File: src/rtl/fire_dispatch_multi.sv
// Multi-channel fire dispatcher: queues global synapse index ranges and issues them one index per cycle.
// Optional FIRE_DISPATCH_STATS_EN adds a saturating 16-bit dispatch_count output.
module fire_dispatch_multi #(
  parameter int NUM_CH = 4,
  parameter int ADDR_W = 10,
  parameter int QDEPTH = 2,
  localparam int CH_W  = $clog2(NUM_CH),
  localparam int IDX_W = ADDR_W + CH_W
) (
  input  logic                     clk,
  input  logic                     reset_n,
  input  logic                     enable,
  input  logic [IDX_W-1:0]         syn_start,
  input  logic [IDX_W-1:0]         syn_end,
  input  logic                     syn_in_vld,
  output logic                     syn_in_rdy,
  output logic [NUM_CH-1:0]        syn_vld,
  output logic [NUM_CH*ADDR_W-1:0] syn_addr,
  input  logic [NUM_CH-1:0]        syn_rdy,
  output logic                     step_done,
  output logic                     range_err
`ifdef FIRE_DISPATCH_STATS_EN
  ,
  output logic [15:0]              dispatch_count
`endif
);

  localparam int PTR_W = (QDEPTH > 1) ? $clog2(QDEPTH) : 1;
  localparam int CNT_W = $clog2(QDEPTH + 1);

  typedef enum logic {IDLE, ISSUE} state_t;

  state_t            state_reg, state_next;
  logic [IDX_W-1:0]  cur_idx_reg, cur_idx_next;
  logic [IDX_W-1:0]  last_idx_reg, last_idx_next;
  logic [IDX_W-1:0]  q_start_mem [QDEPTH];
  logic [IDX_W-1:0]  q_end_mem [QDEPTH];
  logic [PTR_W-1:0]  wr_ptr_reg, rd_ptr_reg;
  logic [CNT_W-1:0]  count_reg;
  logic              range_err_reg;
  logic              q_empty, q_full;
  logic              accept, bad_range, push, pop, hs;
  logic [CH_W-1:0]   cur_ch;

  function automatic logic [PTR_W-1:0] ptr_inc(input logic [PTR_W-1:0] p);
    return (p == PTR_W'(QDEPTH - 1)) ? '0 : p + 1'b1;
  endfunction

  assign q_empty    = (count_reg == '0);
  assign q_full     = (count_reg == CNT_W'(QDEPTH));
  assign syn_in_rdy = reset_n && enable && !q_full;
  assign accept     = syn_in_vld && syn_in_rdy;
  assign bad_range  = (syn_start > syn_end);
  assign push       = accept && !bad_range;
  assign cur_ch     = cur_idx_reg[IDX_W-1:ADDR_W];
  assign hs         = |(syn_vld & syn_rdy);
  assign range_err  = range_err_reg;
  assign step_done  = (state_reg == IDLE) && q_empty && !range_err_reg;

  genvar gi;
  generate
    for (gi = 0; gi < NUM_CH; gi++) begin : g_ch
      assign syn_vld[gi] = (state_reg == ISSUE) && (cur_ch == CH_W'(gi));
      assign syn_addr[gi*ADDR_W +: ADDR_W] = cur_idx_reg[ADDR_W-1:0];
    end
  endgenerate

  // Completing a range and popping the next one share an edge, so ranges chain with no bubble.
  always_comb begin
    state_next    = state_reg;
    cur_idx_next  = cur_idx_reg;
    last_idx_next = last_idx_reg;
    pop           = 1'b0;
    case (state_reg)
      IDLE: begin
        if (enable && !q_empty) begin
          pop           = 1'b1;
          state_next    = ISSUE;
          cur_idx_next  = q_start_mem[rd_ptr_reg];
          last_idx_next = q_end_mem[rd_ptr_reg];
        end
      end
      ISSUE: begin
        if (hs) begin
          if (cur_idx_reg != last_idx_reg) begin
            cur_idx_next = cur_idx_reg + 1'b1;
          end else if (enable && !q_empty) begin
            pop           = 1'b1;
            cur_idx_next  = q_start_mem[rd_ptr_reg];
            last_idx_next = q_end_mem[rd_ptr_reg];
          end else begin
            state_next = IDLE;
          end
        end
      end
      default: state_next = IDLE;
    endcase
  end

  always_ff @(posedge clk or negedge reset_n) begin
    if (!reset_n) begin
      state_reg     <= IDLE;
      cur_idx_reg   <= '0;
      last_idx_reg  <= '0;
      range_err_reg <= 1'b0;
    end else begin
      state_reg     <= state_next;
      cur_idx_reg   <= cur_idx_next;
      last_idx_reg  <= last_idx_next;
      range_err_reg <= accept && bad_range;
    end
  end

  always_ff @(posedge clk or negedge reset_n) begin
    if (!reset_n) begin
      wr_ptr_reg <= '0;
      rd_ptr_reg <= '0;
      count_reg  <= '0;
    end else begin
      if (push) wr_ptr_reg <= ptr_inc(wr_ptr_reg);
      if (pop)  rd_ptr_reg <= ptr_inc(rd_ptr_reg);
      case ({push, pop})
        2'b10:   count_reg <= count_reg + CNT_W'(1);
        2'b01:   count_reg <= count_reg - CNT_W'(1);
        default: count_reg <= count_reg;
      endcase
    end
  end

  // Storage needs no reset: entries are only read once counted valid.
  always_ff @(posedge clk) begin
    if (push) begin
      q_start_mem[wr_ptr_reg] <= syn_start;
      q_end_mem[wr_ptr_reg]   <= syn_end;
    end
  end

`ifdef FIRE_DISPATCH_STATS_EN
  always_ff @(posedge clk or negedge reset_n) begin
    if (!reset_n) begin
      dispatch_count <= '0;
    end else if (hs && (dispatch_count != 16'hFFFF)) begin
      dispatch_count <= dispatch_count + 16'd1;
    end
  end
`endif

endmodule

File: config.mk
export PLATFORM = sky130hd
export DESIGN_NAME = fire_dispatch_multi
export DESIGN_NICKNAME = d
export VERILOG_FILES = /design/src/rtl/fire_dispatch_multi.sv
export SDC_FILE = /design/constraint.sdc
export NUM_CORES = 1
export LEC_CHECK = 0
export CORE_UTILIZATION = 47
export CTS_CLUSTER_SIZE = 14
export DETAILED_ROUTE_END_ITERATION = 12
export PLACE_DENSITY = 0.86
export RECOVER_POWER = 100
export SETUP_SLACK_MARGIN = 0.3
export SLEW_MARGIN = 20
export SYNTH_ARGS = -nofsm -noshare
export SYNTH_HDL_FRONTEND = slang
export SYNTH_SLANG_ARGS = --single-unit
File: constraint.sdc
create_clock -name clk -period 2.3 [get_ports clk]
set_clock_uncertainty 0.05 [all_clocks]
set_input_delay 0.46 -clock clk [delete_from_list [all_inputs] [get_ports clk]]
set_output_delay 0.46 -clock clk [all_outputs]
set_load 0.005 [all_outputs]
==> impl_table.tex <==
\begin{tabular}{lr}
\hline
Metric & Value \\
\hline
\multicolumn{2}{l}{\textbf{Run status}} \\
\quad Run status & complete, but fails checks \\
\quad Failing checks & setup timing \\
\multicolumn{2}{l}{\textbf{CTS}} \\
\quad Clock insertion delay at the later pin of the skew report & 0.35 ns \\
\quad Count of hold-fix buffers inserted at cts & 0 \\
\quad CTS Root Cell & clkbuf\_8 \\
\quad Clock tree from TritonCTS & yes \\
\quad Maximum count of clock buffers along a single path & 2 \\
\quad H-tree lvl count & 3 \\
\quad Clock-pin slew reported for the worst setup and hold paths after clock tree synthesis & 0.08 ns \\
\quad Num Clock Sinks & 78 \\
\quad Number of clock buffers inserted by TritonCTS & 9 \\
\multicolumn{2}{l}{\textbf{Synth}} \\
\quad Cell count after synthesis & 336 \\
\quad Fraction of registers with async set or reset after synthesis & 38.46\% \\
\quad Fraction of the mapped netlist area in simple logic gates & 10.11\% \\
\quad XOR/XNOR share of the synthesized area & 4.039\% \\
\quad Average cell area after synthesis & 12.08 um\^{}2 \\
\quad Area share of the largest cell type after synthesis & 35.52\% \\
\quad Main combinational cell family by area after synthesis & buffers and inverters \\
\quad Area fraction in compound gates after synthesis & 9.066\% \\
\quad Total nets after synthesis & 382 \\
\quad Adder and majority cell fraction of the synthesized area & 4.317\% \\
\quad Share of synthesized area spent on multiplexers & 7.431\% \\
\quad Most instantiated cells after synthesis & edfxtp\_1 (48), buf\_4 (42), dfrtp\_1 (30), a21oi\_1 (27), mux2i\_1 (23) \\
\quad Distinct cell type count after synthesis & 45 \\
\quad Synth area leaders & edfxtp\_1 (36\%), dfrtp\_1 (19\%), buf\_4 (7.8\%) \\
\quad Most common flop cell mapped by yosys & edfxtp\_1 \\
\quad Register bit count reported by yosys & 78 \\
\quad EDFF count, synth & 48 \\
\quad Yosys top cell by area & edfxtp\_1 \\
\quad Post-Synthesis Cell Area & 4058 um\^{}2 \\
\quad Yosys warnings & 0 \\
\quad Most common cell in the synthesized netlist & edfxtp\_1 \\
\quad Proportion of synthesized chip area in sequential cells & 54.02\% \\
\multicolumn{2}{l}{\textbf{Die}} \\
\quad Count of standard-cell rows & 33 \\
\quad Starting utilization of the core area & 48.89\% \\
\quad Die width & 94.92 um \\
\quad Die area & 9009 um\^{}2 \\
\quad Core Region & 8299 um\^{}2 \\
\quad Number of placed I/O pins & 79 \\
\quad Die height & 94.92 um \\
\multicolumn{2}{l}{\textbf{Worst setup path}} \\
\quad Largest incremental delay on the critical path & 0.46 ns \\
\quad Reg2reg setup slack & 0.23 ns \\
\quad Crit path capture type & register \\
\quad Worst path slowest cell & a2111oi\_4 \\
\quad Crit path max fanout & 6 \\
\quad Critical path startpoint category & input pin \\
\quad WS Path Type & input pin to register \\
\quad Signal arrival time at the worst endpoint & 2.37 ns \\
\quad Cell breakdown of the critical path & clkdlybuf4s15\_1 > ha\_4 > a21o\_1 > a21o\_1 > a2111oi\_4 > o21bai\_4 > nor2\_4 > clkbuf\_16 \\
\quad Most repeated library cell on the critical path & a21o\_1 \\
\quad Required time worst endpoint & 2.32 ns \\
\multicolumn{2}{l}{\textbf{Global route}} \\
\quad Global-route wire length before repair & 13,830 um \\
\quad Sum of overflow across all layers after global routing & 0 \\
\quad Global-route usage over all layers & 21.23\% \\
\quad Vias in the first global route & 2,857 \\
\quad Number of antenna violations at the first check in global routing & 0 \\
\quad Largest net degree at the start of global routing & 31 \\
\multicolumn{2}{l}{\textbf{Finish}} \\
\quad Final core utilization & 71.42\% \\
\quad Final \#Nets & 497 \\
\quad Share of cells above drive strength 1 & 42.54\% \\
\quad Area growth syn-to-layout & 46.07\% \\
\quad Cell area after layout & 5927 um\^{}2 \\
\quad Largest regs & q\_end\_mem: 24 flops, q\_start\_mem: 24 flops \\
\quad Number of inserted diodes & 0 \\
\multicolumn{2}{l}{\textbf{Flow run}} \\
\quad Total of max-cap violations & 0 \\
\multicolumn{2}{l}{\textbf{Routing}} \\
\quad Average via count per standard cell & 5.412 \\
\quad Remaining routing DRC violations & 0 \\
\quad Post-DRT Antenna Nets & 0 \\
\quad Detailed Routing Iterations Pass 1 & 4 \\
\quad Number of design-rule violations left by the first detailed-router iteration & 158 \\
\quad Post-route met1 wirelength & 3814 um \\
\quad Highest signal layer in the routed design & met4 \\
\quad Final wirelength & 9806 um \\
\quad Total vias in the final route & 3,036 \\
\quad WL per Instance & 17.48 um \\
\quad Met2 routed WL & 5154 um \\
\quad Met3 Routed Length & 545 um \\
\multicolumn{2}{l}{\textbf{STA}} \\
\quad Max-slew headroom & 68.52\% \\
\quad Fmax & 0.4265 GHz \\
\quad Slew at the pin with the worst max-slew slack & 0.4721 ns \\
\quad Endpoints failing hold & 0 \\
\quad Setup TNS after final layout & -0.8644 ns \\
\quad Setup ws final & -0.04456 ns \\
\quad Final number of setup-violating endpoints & 24 \\
\quad Final period demand of the worst path & 2.345 ns \\
\quad Max-slew violation count & 0 \\
\quad Portion of the clock cycle consumed by the worst path in the final layout & 101.9\% \\
\quad Setup repair after global routing missed its margin & true \\
\multicolumn{2}{l}{\textbf{Placement}} \\
\quad RD Place Congestion & 0.9007 \\
\quad Detailed Place HPWL & 6159 um \\
\quad IO buf count & 78 \\
\quad Worst slack at placement & -0.9152 ns \\
\quad Standard cell area after detailed placement & 5066 um\^{}2 \\
\multicolumn{2}{l}{\textbf{Hold path}} \\
\quad Path class of the lowest-slack min-delay path & input pin to register \\
\multicolumn{2}{l}{\textbf{Power and ir drop}} \\
\quad Highest ir drop seen on vdd & 0.3357 mV \\
\quad Pwr Density & 642.9 nW/um\^{}2 \\
\quad Leakage component of the power & 0.002363 uW \\
\hline
\end{tabular}
[per-stage QoR]
stage / instances / hold slack (ns) / total power (uW)
5_1_grt: 561 / 0.3622 / 3963
3_3_place_gp: 519 / 0.4749 / 2601
3_5_place_dp: 519 / 0.4902 / 2639
6_report: 561 / 0.3706 / 3810
4_1_cts: 546 / 0.3627 / 3736
2_1_floorplan: 336 / 0.1144 / 2256
[layer usage]
layer | track usage [%] | vias up
met5 | 0 | -
met3 | 4.831 | 24
met2 | 37.35 | 128
met4 | 9.848 | 0
li1 | - | 1404
met1 | 24.43 | 1480
[report_power, final]
group / internal (uW) / total (uW) / switching [uW]
clock: 518 / 1060 / 538
combinational: 613 / 1060 / 442
sequential: 1600 / 1700 / 104
total: 2730 / 3810 / 1080
[critical path, delay by kind of cell]
| family | cells | cell delay (ns) |
|---|---|---|
| AOI/OAI and AO/OA | 4 | 0.99 |
| buffers and inverters | 2 | 0.42 |
| adders and majority gates | 1 | 0.25 |
| and+or+nand+nor | 1 | 0.23 |
[final timing paths]
kind                            cells past startpoint       startpoint                end
worst max-delay path                                8     syn_start[6]  q_start_mem[1][6]
worst min-delay path                                2     syn_start[5]  q_start_mem[0][5]
worst max register to register                      6  last_idx_reg[1]     cur_idx_reg[1]
worst min register to register                      2  q_end_mem[1][7]    last_idx_reg[7]
max in group asynchronous                           2          reset_n          state_reg
min in group asynchronous                           2          reset_n     cur_idx_reg[0]
[cells by family (layout without fill, tap and decap cells)]
group / Yosys count / in the layout
buffers and inverters: 68 / 188
XOR/XNOR: 17 / 17
flip-flops: 78 / 78
AO/OA/AOI/OAI: 56 / 56
multiplexers: 28 / 28
adder cells (fa/ha/maj): 14 / 14
AND/OR/NAND/NOR: 75 / 75
[area by class of cell]
type,instances,area (um^2)
inverters,15,68.82
clock inverters,7,80.08
fillers,543,2372
clock buffers,9,123.9
well taps,105,131.4
multi-input cells,190,1834
repair buffers,157,1490
flip-flops and latches,78,2198
[layout by cell type (no fill, tap or decap), types with 3 or more instances in the layout]
| master | count |
|---|---|
| a211oi_2 | 3 |
| a21o_1 | 4 |
| a21oi_1 | 11 |
| a21oi_2 | 14 |
| and3_1 | 4 |
| buf_12 | 6 |
| buf_2 | 4 |
| buf_4 | 60 |
| buf_6 | 11 |
| clkbuf_8 | 9 |
| clkdlybuf4s15_1 | 3 |
| clkdlybuf4s50_1 | 48 |
| dfrtp_1 | 25 |
| dfrtp_2 | 5 |
| dlygate4sd2_1 | 16 |
| edfxtp_1 | 48 |
| ha_4 | 11 |
| inv_1 | 6 |
| inv_2 | 8 |
| inv_6 | 3 |
| mux2_2 | 3 |
| mux2i_1 | 23 |
| nand2_1 | 9 |
| nand3_1 | 9 |
| nand4_1 | 5 |
| nor2_1 | 9 |
| nor2_2 | 5 |
| nor2_4 | 8 |
| nor3_1 | 7 |
| o21ai_0 | 7 |
| o2bb2ai_1 | 3 |
| xnor2_1 | 9 |
| xnor2_2 | 6 |
[timing repair]
item / CTS / global route
buffers inserted: 11 / 12
pin swaps: 21 / 27
endpoints found under the setup margin: 81 / 86
resized for setup: 99 / 64
cloned: 0 / 3
(Power assumes the default switching activity.)
